--- src/rtl/spi_pkg.sv ---
// spi_pkg
// Shared definitions for the SPI peripheral: frame width, default fill byte
// and the frame state encoding.
package spi_pkg;

  localparam int SPI_WORD_BITS = 8;
  localparam int SPI_COUNT_BITS = $clog2(SPI_WORD_BITS);
  localparam logic [SPI_WORD_BITS-1:0] DEFAULT_FILL_BYTE = 8'hFF;

  typedef enum logic {
    IDLE   = 1'b0,
    ACTIVE = 1'b1
  } spi_state_t;

endpackage

--- src/rtl/spi_peripheral_sync_edge.sv ---
// sync_edge
// Brings one asynchronous input into the clock domain through STAGES
// flip-flops, then compares against one extra delay register to produce
// single-cycle edge strobes.
//   clock     in   system clock
//   reset     in   synchronous, active-high
//   async_in  in   asynchronous input pin
//   level     out  synchronized level
//   rise      out  one-cycle strobe on a synchronized 0->1 transition
//   fall      out  one-cycle strobe on a synchronized 1->0 transition
module sync_edge #(
  parameter int   STAGES      = 2,
  parameter logic RESET_VALUE = 1'b0
) (
  input  logic clock,
  input  logic reset,
  input  logic async_in,
  output logic level,
  output logic rise,
  output logic fall
);

  logic [STAGES-1:0] stage_reg;
  logic              delay_reg;

  always_ff @(posedge clock) begin
    if (reset) begin
      stage_reg <= {STAGES{RESET_VALUE}};
      delay_reg <= RESET_VALUE;
    end else begin
      stage_reg <= {stage_reg[STAGES-2:0], async_in};
      delay_reg <= stage_reg[STAGES-1];
    end
  end

  assign level = stage_reg[STAGES-1];
  assign rise  = level & ~delay_reg;
  assign fall  = ~level & delay_reg;

endmodule

--- src/rtl/spi_peripheral.sv ---
// spi_peripheral
// SPI mode 0 target, MSB first, 8-bit frames. External pins are synchronized
// into the clock domain and edge-detected; all shifting happens on those
// synchronized edges.
//   clock, reset           system clock, synchronous active-high reset
//   rx_data, rx_valid      last complete received byte and its one-cycle strobe
//   tx_data, tx_valid,     one-deep transmit holding register (write when
//   tx_ready               tx_valid && tx_ready)
//   tx_underrun            one-cycle strobe when FILL_BYTE replaced an empty holding register
//   spi_clk, spi_cs_n,     asynchronous SPI inputs
//   spi_copi
//   spi_cipo, spi_cipo_oe  serial output and its pad enable
module spi_peripheral
  import spi_pkg::*;
#(
  parameter logic [SPI_WORD_BITS-1:0] FILL_BYTE   = DEFAULT_FILL_BYTE,
  parameter int                       SYNC_STAGES = 2
) (
  input  logic                     clock,
  input  logic                     reset,
  output logic [SPI_WORD_BITS-1:0] rx_data,
  output logic                     rx_valid,
  input  logic [SPI_WORD_BITS-1:0] tx_data,
  input  logic                     tx_valid,
  output logic                     tx_ready,
  output logic                     tx_underrun,
  input  logic                     spi_clk,
  input  logic                     spi_cs_n,
  input  logic                     spi_copi,
  output logic                     spi_cipo,
  output logic                     spi_cipo_oe
);

  localparam int MSB = SPI_WORD_BITS - 1;
  localparam logic [SPI_COUNT_BITS-1:0] LAST_BIT = SPI_COUNT_BITS'(MSB);

  logic clk_level, clk_rise, clk_fall;
  logic cs_level, cs_rise, cs_fall;

  // cs_n resets low so a chip select already asserted at reset release is
  // not mistaken for a new frame start.
  sync_edge #(.STAGES(SYNC_STAGES), .RESET_VALUE(1'b0)) clk_sync (
    .clock   (clock),
    .reset   (reset),
    .async_in(spi_clk),
    .level   (clk_level),
    .rise    (clk_rise),
    .fall    (clk_fall)
  );

  sync_edge #(.STAGES(SYNC_STAGES), .RESET_VALUE(1'b0)) cs_sync (
    .clock   (clock),
    .reset   (reset),
    .async_in(spi_cs_n),
    .level   (cs_level),
    .rise    (cs_rise),
    .fall    (cs_fall)
  );

  // copi uses the same depth as spi_clk, so at a synchronized clock rise the
  // synchronized data bit is the one present at the pin's rising edge.
  logic [SYNC_STAGES-1:0] copi_sync_reg;
  logic                   copi_level;

  always_ff @(posedge clock) begin
    if (reset) begin
      copi_sync_reg <= '0;
    end else begin
      copi_sync_reg <= {copi_sync_reg[SYNC_STAGES-2:0], spi_copi};
    end
  end

  assign copi_level = copi_sync_reg[SYNC_STAGES-1];

  spi_state_t                state_reg, state_next;
  logic [SPI_COUNT_BITS-1:0] count_reg, count_next;
  logic [MSB:0]              rx_shift_reg, rx_shift_next;
  logic [MSB:0]              rx_data_reg, rx_data_next;
  logic                      rx_valid_reg, rx_valid_next;
  logic [MSB:0]              tx_shift_reg, tx_shift_next;
  logic [MSB:0]              tx_hold_reg, tx_hold_next;
  logic                      tx_full_reg, tx_full_next;
  logic                      underrun_reg, underrun_next;
  logic                      cipo_reg, cipo_next;
  logic                      cipo_oe_reg, cipo_oe_next;
  logic [MSB:0]              load_byte;
  logic [MSB:0]              rx_completed;

  always_ff @(posedge clock) begin
    if (reset) begin
      state_reg    <= IDLE;
      count_reg    <= '0;
      rx_shift_reg <= '0;
      rx_data_reg  <= '0;
      rx_valid_reg <= 1'b0;
      tx_shift_reg <= '0;
      tx_hold_reg  <= '0;
      tx_full_reg  <= 1'b0;
      underrun_reg <= 1'b0;
      cipo_reg     <= 1'b0;
      cipo_oe_reg  <= 1'b0;
    end else begin
      state_reg    <= state_next;
      count_reg    <= count_next;
      rx_shift_reg <= rx_shift_next;
      rx_data_reg  <= rx_data_next;
      rx_valid_reg <= rx_valid_next;
      tx_shift_reg <= tx_shift_next;
      tx_hold_reg  <= tx_hold_next;
      tx_full_reg  <= tx_full_next;
      underrun_reg <= underrun_next;
      cipo_reg     <= cipo_next;
      cipo_oe_reg  <= cipo_oe_next;
    end
  end

  // Byte loaded at a byte boundary: the holding register if it is full,
  // otherwise the fill byte.
  assign load_byte    = tx_full_reg ? tx_hold_reg : FILL_BYTE;
  assign rx_completed = {rx_shift_reg[MSB-1:0], copi_level};

  always_comb begin
    state_next    = state_reg;
    count_next    = count_reg;
    rx_shift_next = rx_shift_reg;
    rx_data_next  = rx_data_reg;
    rx_valid_next = 1'b0;
    tx_shift_next = tx_shift_reg;
    tx_hold_next  = tx_hold_reg;
    tx_full_next  = tx_full_reg;
    underrun_next = 1'b0;
    cipo_next     = cipo_reg;
    cipo_oe_next  = cipo_oe_reg;

    case (state_reg)
      IDLE: begin
        if (cs_fall) begin
          state_next    = ACTIVE;
          count_next    = '0;
          tx_shift_next = load_byte;
          cipo_next     = load_byte[MSB];
          cipo_oe_next  = 1'b1;
          tx_full_next  = 1'b0;
          underrun_next = ~tx_full_reg;
        end
      end
      ACTIVE: begin
        // Deselect wins over any clock edge seen in the same cycle.
        if (cs_rise) begin
          state_next   = IDLE;
          count_next   = '0;
          cipo_next    = 1'b0;
          cipo_oe_next = 1'b0;
        end else if (!cs_level && clk_rise && clk_level) begin
          rx_shift_next = rx_completed;
          count_next    = count_reg + 1'b1;
          if (count_reg == LAST_BIT) begin
            rx_data_next  = rx_completed;
            rx_valid_next = 1'b1;
          end
        end else if (!cs_level && clk_fall) begin
          if (count_reg == '0) begin
            tx_shift_next = load_byte;
            cipo_next     = load_byte[MSB];
            tx_full_next  = 1'b0;
            underrun_next = ~tx_full_reg;
          end else begin
            tx_shift_next = {tx_shift_reg[MSB-1:0], 1'b0};
            cipo_next     = tx_shift_reg[MSB-1];
          end
        end
      end
      default: state_next = IDLE;
    endcase

    // A write needs an empty register, so it can never collide with a
    // consume; a load from empty in this same cycle has already used FILL_BYTE.
    if (tx_valid && !tx_full_reg) begin
      tx_hold_next = tx_data;
      tx_full_next = 1'b1;
    end
  end

  assign rx_data     = rx_data_reg;
  assign rx_valid    = rx_valid_reg;
  assign tx_ready    = ~tx_full_reg;
  assign tx_underrun = underrun_reg;
  assign spi_cipo    = cipo_reg;
  assign spi_cipo_oe = cipo_oe_reg;

endmodule

--- config.mk ---
export PLATFORM = sky130hd
export DESIGN_NAME = spi_peripheral
export DESIGN_NICKNAME = d
export VERILOG_FILES = /design/src/rtl/spi_pkg.sv /design/src/rtl/spi_peripheral_sync_edge.sv /design/src/rtl/spi_peripheral.sv
export SDC_FILE = /design/constraint.sdc
export NUM_CORES = 1
export LEC_CHECK = 0
export ABC_AREA = 1
export CAP_MARGIN = 20
export CORE_MARGIN = 4
export CORE_UTILIZATION = 48
export CTS_CLUSTER_SIZE = 16
export DETAILED_ROUTE_END_ITERATION = 6
export GPL_ROUTABILITY_DRIVEN = 0
export GPL_TIMING_DRIVEN = 0
export PLACE_DENSITY = 0.74
export SYNTH_ARGS = -nofsm -noshare
export SYNTH_HDL_FRONTEND = slang
export SYNTH_HIERARCHICAL = 1
export SYNTH_SLANG_ARGS = --single-unit
--- constraint.sdc ---
create_clock -name clock -period 1.4 [get_ports clock]
set_input_delay 0.14 -clock clock [delete_from_list [all_inputs] [get_ports clock]]
set_output_delay 0.14 -clock clock [all_outputs]
set_load 0.005 [all_outputs]
==> impl.org, run 1 <==
** Detailed routing
- The routed design has 4080 um of wire.
- Before antenna repair, the detailed router went through 4 iterations.
- After detailed routing, the number of remaining DRC violations is 0.
- Vias :: 1757
- Using the TritonRoute via totals, the vias-per-cell ratio works out to 4.84.
- Antenna-violating nets left :: 0
- The detailed router finished its first iteration with 119 violations.
- Dividing the detail-routed wire length by the instance count gives 11.2 um.

** Synthesis
- Area share of and/or/nand/nor cells after synthesis :: 28.4%
- Part of the Yosys area used for sequential elements :: 47.3%
- Synthesis produced a netlist with a net count of 289.
- Synthesis inferred 47 register bits.
- Ranked by total cell area, the synthesized netlist is headed by dfxtp_1 47%, nor2_1 11%, nand2_1 9.1%.
- Synthesized-area fraction occupied by xor and xnor cells :: 0%
- Netlist cell types :: 21
- Post-synthesis compound-gate area fraction :: 11.8%
- Synth warn :: 6
- After synthesis, the share of cell area in mux cells is 0%.
- Summed over its instances, the top area cell type makes up 47.3% of the synthesized netlist area.
- Summing every instance area after synthesis gives 1990 um^2.
- Post-Syn Area per Cell :: 7.31 um^2
- The biggest area contributor in the post-synthesis netlist is dfxtp_1.
- Of the total synthesized cell area, the portion taken by full adders, half adders and majority gates is 1.89%.
- Main combinational cell family by area after synthesis :: simple AND/OR/NAND/NOR gates
- Counting every instance in the synthesized netlist gives 272.

** Floorplanning
- Initial core utilization :: 49.7%
- Number of placement rows :: 23
- The die is 72.4 um tall.
- Die outline width :: 72.4 um
- I/O pin count :: 27
- Area of the die :: 5240 um^2
- The total area inside the core boundary comes to 4000 um^2.

** Timing
- For the pin with the worst max-slew slack, the measured transition is 250 ps.
- Dividing the final minimum period by the clock period gives 95.2%.
- Final-layout setup total negative slack :: 0 ps
- Final setup fails :: 0
- Crit path time final :: 1330 ps
- Relative slew slack :: 83.3%
- Maximum achievable frequency :: 750 MHz
- Number of hold violations in the final report :: 0
- Between clock sinks in the finished design, the worst skew comes to 9.18 ps.
- Final number of max-transition violations :: 0

** Worst setup path
- CP Data Arrival Time :: 1560 ps
- For this run, the slowest stage of the critical path takes 410 ps.
- Type of destination of the critical path :: flop
- Required time of the worst setup path :: 1620 ps
- For this design, the slowest cell found on the critical path is dfxtp_4.
- Register-to-Register Setup Slack :: 70 ps
- Startpoint types :: flop
- Worst Path Max Fanout :: 5
- CP Cell Sequence :: inv_4, nor2_4, inv_2, nand2_4, nand2_2, nand3_4, buf_6, nand2_1, a21oi_1
- By startpoint and endpoint, the worst setup path is classified as reg -> reg.

** Placed design
- During placement, the flow inserted port buffers numbering 26.
- The HPWL after detailed placement is 2730 um.

** Run status
- Run status :: finished, final reports clean

** Global route
- The first global-routing pass estimated 6720 um of wire.
- Remaining Overflow, GRT :: 0
- Maximum number of pins on one net before global-route repair :: 15
- Total GRT Usage :: 16.2%
- The via count of the first global-routing pass was 1578.
- The initial antenna violation count was 0.

** CTS
- Clock-pin slew was measured on the worst setup and hold paths at 90 ps.
- TritonCTS built the clock tree.
- Source-to-sink clock delay at the later pin of the worst-skew pair :: 290 ps
- For this design, the sink count on the clock tree is 47.
- CTS Buffer Depth :: 2
- Number of H-tree levels :: 2
- Clock tree synthesis selected as its root buffer the cell clkbuf_8.
- Number of clock buffers inserted by TritonCTS :: 5

** Power and ir drop
- Power Density :: 1090 nW/um^2
- Portion of total power attributed to the clock network :: 40.5%
- Sw Ratio :: 21.4%
- In this run the static leakage power is 0.00116 uW.
- Power comes to 2830 uW.
- Flop pwr share :: 49.7%
- IR analysis of the VDD net gives a maximum drop of 0.837 mV.
- Cell internal power was estimated by the tool at 2230 uW.
- Switching component of the power :: 607 uW
- Share of power burned in combinational logic :: 9.8%

** Worst hold path
- The tightest min-delay check is of the in -> reg type.

** Layout
- In the layout the commonest cells are 54 x nor2_1, 44 x nand2_1, 41 x dfxtp_1.
- The repair_antennas step left the layout with diodes totalling 0.
- At the end of the flow, the number of nets in the layout was 329.
- Commonest non-fill, non-tap cell in the layout :: nor2_1
- Syn-to-layout area delta :: 30.4%
- Proportion of layout cells with a drive suffix above 1 :: 17.6%

** Run
- Max-cap violations in this run came to 0.
-- routing by layer --
layer  vias up  wire [um]  GRT usage [%]
met4         0         41           4.92
met3         4        178           4.02
li1        923          -              -
met2        34       1970           27.0
met5         -          0              0
met1       796       1890           20.7
-- critical path: cells and delay by family (launching register included) --
family          cells  cell delay, ps
buf+inv             3             230
simple gates        5             480
flops               1             410
compound gates      1             140
-- area by class of cell --
class,count,area (um^2)
buffer,9,77.6
clock buffer,6,72.6
clock inverter,2,60.1
fill,361,1410
inverter,38,148
multi-input combinational,178,903
sequential,47,956
tap,50,62.6
timing repair buffer,33,315
-- final timing paths --
path                    startpoint                    end  depth (start not counted)
min reg2reg  clk_sync/stage_reg[0]  clk_sync/stage_reg[1]                          2
max reg2reg   cs_sync/stage_reg[1]        tx_shift_reg[0]                          9
max           cs_sync/stage_reg[1]        tx_shift_reg[0]                          9
min                       spi_cs_n   cs_sync/stage_reg[0]                          3
-- Yosys cell counts --
library cell  number
nor2_1            58
nand2_1           48
dfxtp_1           47
inv_1             37
o21ai_0           27
a21oi_1           18
nand3_1            9
buf_2              4
buf_6              3
ha_1               3
nand2_2            3
nand2_4            2
nand3_2            2
nor2_4             2
o21ai_1            2
or2_2              2
buf_4              1
clkbuf_1           1
inv_4              1
nand4_1            1
nor2_8             1
-- cell families after synthesis --
group	count (synthesis)
flip-flops	47
AND/OR/NAND/NOR	128
AO/OA/AOI/OAI	47
buffers and inverters	47
adder cells (fa/ha/maj)	3
-- metrics by stage --
step / hold WS (ps) / area (um^2) / setup WS, ps / instances / util, %
floorplan: 211 / 1990 / 46.9 / 272 / -
global route: 358 / 2590 / -41.3 / 363 / 64.9
finish: 358 / 2590 / 67.3 / 363 / 64.9
detailed placement: 402 / 2310 / -270 / 348 / 57.8
global placement: 391 / 2310 / -275 / 348 / 57.8
CTS: 353 / 2490 / 2.89 / 359 / 62.3
-- power by group through the flow --
stage / clock network [uW] / logic (uW) / registers, uW
2_1_floorplan: 0 / 161 / 1430
3_3_place_gp: 0 / 243 / 1440
3_5_place_dp: 0 / 247 / 1440
4_1_cts: 1180 / 259 / 1410
5_1_grt: 1230 / 313 / 1420
6_report: 1150 / 278 / 1410
-- timing repair --
| item | 4_1_cts | 5_1_grt |
|---|---|---|
| endpoints found under the setup margin | 24 | 29 |
| setup buffers | 3 | 3 |
| gates resized for setup | 13 | 36 |
| cloned | 0 | 1 |
| pin swaps | 2 | 6 |
| hold buffers | 0 | 0 |
Note: power is estimated with default switching activity, not from simulation.
==> run 2: changes to the inputs <==
==> constraint.sdc (replaced) <==
create_clock -name clock -period 1.4 [get_ports clock]
set_input_delay 0.42 -clock clock [delete_from_list [all_inputs] [get_ports clock]]
set_output_delay 0.42 -clock clock [all_outputs]
set_load 0.005 [all_outputs]
==> impl.org, run 2 (synthesis gave the netlist of run 1 again) <==
** Layout
- The net total in the final layout is 331 (was 329).
- Area occupied by multi-input gates :: 898 um^2 (was 903 um^2)
- The most frequent standard cell in the layout excluding fill and tap cells is nor2_1 (unchanged).
- The count of non-filler cells in the finished layout is 365 (was 363).
- The final standard cell utilization of the core was 64.6% (was 64.9%).
- The design area came to 2580 um^2 (was 2590 um^2).
- Proportion of layout cells with a drive suffix above 1 :: 20.0% (was 17.6%)
- Number of inserted diodes :: 0 (unchanged)
- The number of filler cells placed in the layout came to 358 (was 361).
- Syn-to-layout area delta :: 29.9% (was 30.4%)
- The area occupied by registers is 962 um^2 (was 956 um^2).
- Most frequent cells in the layout: 54 x nor2_1, 44 x nand2_1, 36 x dfxtp_1 (was 54 x nor2_1, 44 x nand2_1, 41 x dfxtp_1).

** CTS
- Clock transition at the registers of the reported paths :: 90 ps (about the same)
- The number of sinks driven by the clock tree came to 47 (unchanged).
- The clock latency on the worst-skew pair is 290 ps (about the same).
- CTS Buffer Depth :: 2 (unchanged)
- Number of clock buffers inserted by TritonCTS :: 5 (unchanged)
- The H-tree depth was 2 (unchanged).
- Master cell of the clock root buffer :: clkbuf_8 (unchanged)
- The CTS tree is built (unchanged).

** Detailed routing
- Antenna-violating nets left :: 0 (unchanged)
- The total wirelength of the detailed-routed design came to 4190 um (was 4080 um).
- Pre-antenna DRT Iters :: 4 (unchanged)
- The number of design-rule violations left by the first detailed-router iteration came to 123 (was 119).
- Routed length per placed instance :: 11.5 um (was 11.2 um)
- The per-cell via count in the routed design was 4.78 (was 4.84).
- Vias :: 1745 (was 1757)
- Post-detailed-route DRC marker count :: 0 (unchanged)

** Timing
- Crit path time final :: 1330 ps (about the same)
- The max-slew violation total from the final report was 0 (unchanged).
- Final setup fails :: 0 (unchanged)
- Worst hold slack after final layout :: 406 ps (was 358 ps)
- The worst-margin pin slew is 264 ps (was 250 ps).
- Relative slew slack :: 82.4% (was 83.3%)
- The share of the clock period used by the worst path after layout came to 95.2% (about the same).
- The clock skew was 9.96 ps (was 9.18 ps).
- Maximum achievable frequency :: 750 MHz (about the same)
- The number of failing hold endpoints at the final stage is 0 (unchanged).

** Power and ir drop
- Power Density :: 1100 nW/um^2 (was 1090 nW/um^2)
- Share of power burned in combinational logic :: 9.9% (was 9.8%)
- Static leakage :: 0.00121 uW (was 0.00116 uW)
- Flop pwr share :: 49.7% (about the same)
- Switching component of the power :: 607 uW (about the same)
- Portion of total power attributed to the clock network :: 40.4% (was 40.5%)
- The internal power consumption was 2220 uW (was 2230 uW).
- The power after layout is 2830 uW (about the same).
- The switching share of total power was 21.4% (about the same).
- The largest vdd supply drop was 0.879 mV (was 0.837 mV).

** Floorplanning
- Core ar. :: 4000 um^2 (unchanged)
- Height of the chip :: 72.4 um (unchanged)
- The count of standard-cell rows was 23 (unchanged).
- I/O pin count :: 27 (unchanged)
- Area of the die :: 5240 um^2 (unchanged)
- Initial core utilization :: 49.7% (unchanged)
- The width of the chip was 72.4 um (unchanged).

** Placed design
- Placed Area :: 2310 um^2 (unchanged)
- The cell count after placement came to 348 (unchanged).
- The detailed placer's ending HPWL is 2730 um (unchanged).
- The count of input and output buffers was 26 (unchanged).

** Worst setup path
- The nature of the critical path endpoint is a flop (unchanged).
- The worst path required time is 1590 ps (was 1620 ps).
- The buffer and inverter count on the worst path came to 2 (was 3).
- The standard cell with the maximum stage delay on the critical path is dfxtp_4 (unchanged).
- Critical setup path kind :: reg -> reg (unchanged)
- The data arrival time at the worst-slack endpoint was 1530 ps (was 1560 ps).
- Register-to-Register Setup Slack :: 70 ps (about the same)
- The cell family contributing the most delay on the critical path is simple AND/OR/NAND/NOR gates (unchanged).
- Delay of the slowest critical-path stage :: 370 ps (was 410 ps)
- CP Cell Sequence :: inv_1, nor2_4, nand2_2, nor2_4, nand2_4, buf_6, nand3_2, nand2_1, nand2_1, nor2_1 (was inv_4, nor2_4, inv_2, nand2_4, nand2_2, nand3_4, buf_6, nand2_1, a21oi_1)
- The type of element launching the critical path is a flop (unchanged).
- The top fanout value on the critical path came to 10 (was 5).

** Run status
- Run status :: finished, final reports clean (unchanged)

** Global route
- Remaining Overflow, GRT :: 0 (unchanged)
- Global-route wire length before repair :: 6800 um (was 6720 um)
- The all-layer global routing usage is 16.4% (was 16.2%).
- Vias in the first global route :: 1587 (was 1578)
- The largest net degree at the start of global routing is 15 (unchanged).
- The initial antenna violation count came to 0 (unchanged).

** Run
- Max-cap violations :: 0 (unchanged)

** Worst hold path
- The class of the worst hold path is reg -> reg (was in -> reg).
-- run 2: per-stage QoR --
stage               setup TNS [ps]  setup slack, ps
floorplan                        0             46.9
global placement            -16190             -555
detailed placement          -16140             -550
CTS                              0             2.22
global route                  -150            -29.4
finish                           0             67.1
-- run 2: final cells by class --
class | instances | area share, %
Timing Repair Buffer | 35 | 11.9
Clock buffer | 6 | 2.81
Buffer | 9 | 3.00
Multi-Input combinational cell | 178 | 34.8
Sequential cell | 47 | 37.2
Inverter | 38 | 5.61
Tap cell | 50 | 2.42
Clock inverter | 2 | 2.32
-- run 2: final timing paths --
| path | from | to | depth (start not counted) |
|---|---|---|---|
| setup reg to reg | clk_sync/stage_reg[1] | spi_cipo | 10 |
| hold reg to reg | clk_sync/stage_reg[0] | clk_sync/stage_reg[1] | 2 |
| setup / recovery | clk_sync/stage_reg[1] | spi_cipo | 10 |
| hold / removal | clk_sync/stage_reg[0] | clk_sync/stage_reg[1] | 2 |
-- run 2: layer usage --
metal | track usage (%) | vias to the layer above | wire length (um)
met5 | 0 | - | 0
met4 | 4.92 | 0 | 41
met3 | 4.02 | 4 | 167
met2 | 27.3 | 32 | 2060
met1 | 20.9 | 785 | 1920
li1 | - | 924 | -
-- run 2: worst min-delay path, cell delays in order (launching register included) --
cell,delay [ps]
dfxtp_1,310
inv_1,40
nor2_1,30
-- run 2: what timing repair did --
action	4_1_cts	5_1_grt
resized for setup	37	28
pin swaps	2	6
setup endpoints to repair	47	27
setup buffers	3	5
cloned	0	1
hold buffers	0	0
-- run 2: power by group through the flow --
stage / Combinational, uW / Clock [uW] / Sequential [uW]
2_1_floorplan: 161 / 0 / 1430
6_report: 279 / 1140 / 1410
5_1_grt: 314 / 1230 / 1410
3_5_place_dp: 247 / 0 / 1440
4_1_cts: 257 / 1180 / 1410
3_3_place_gp: 243 / 0 / 1440
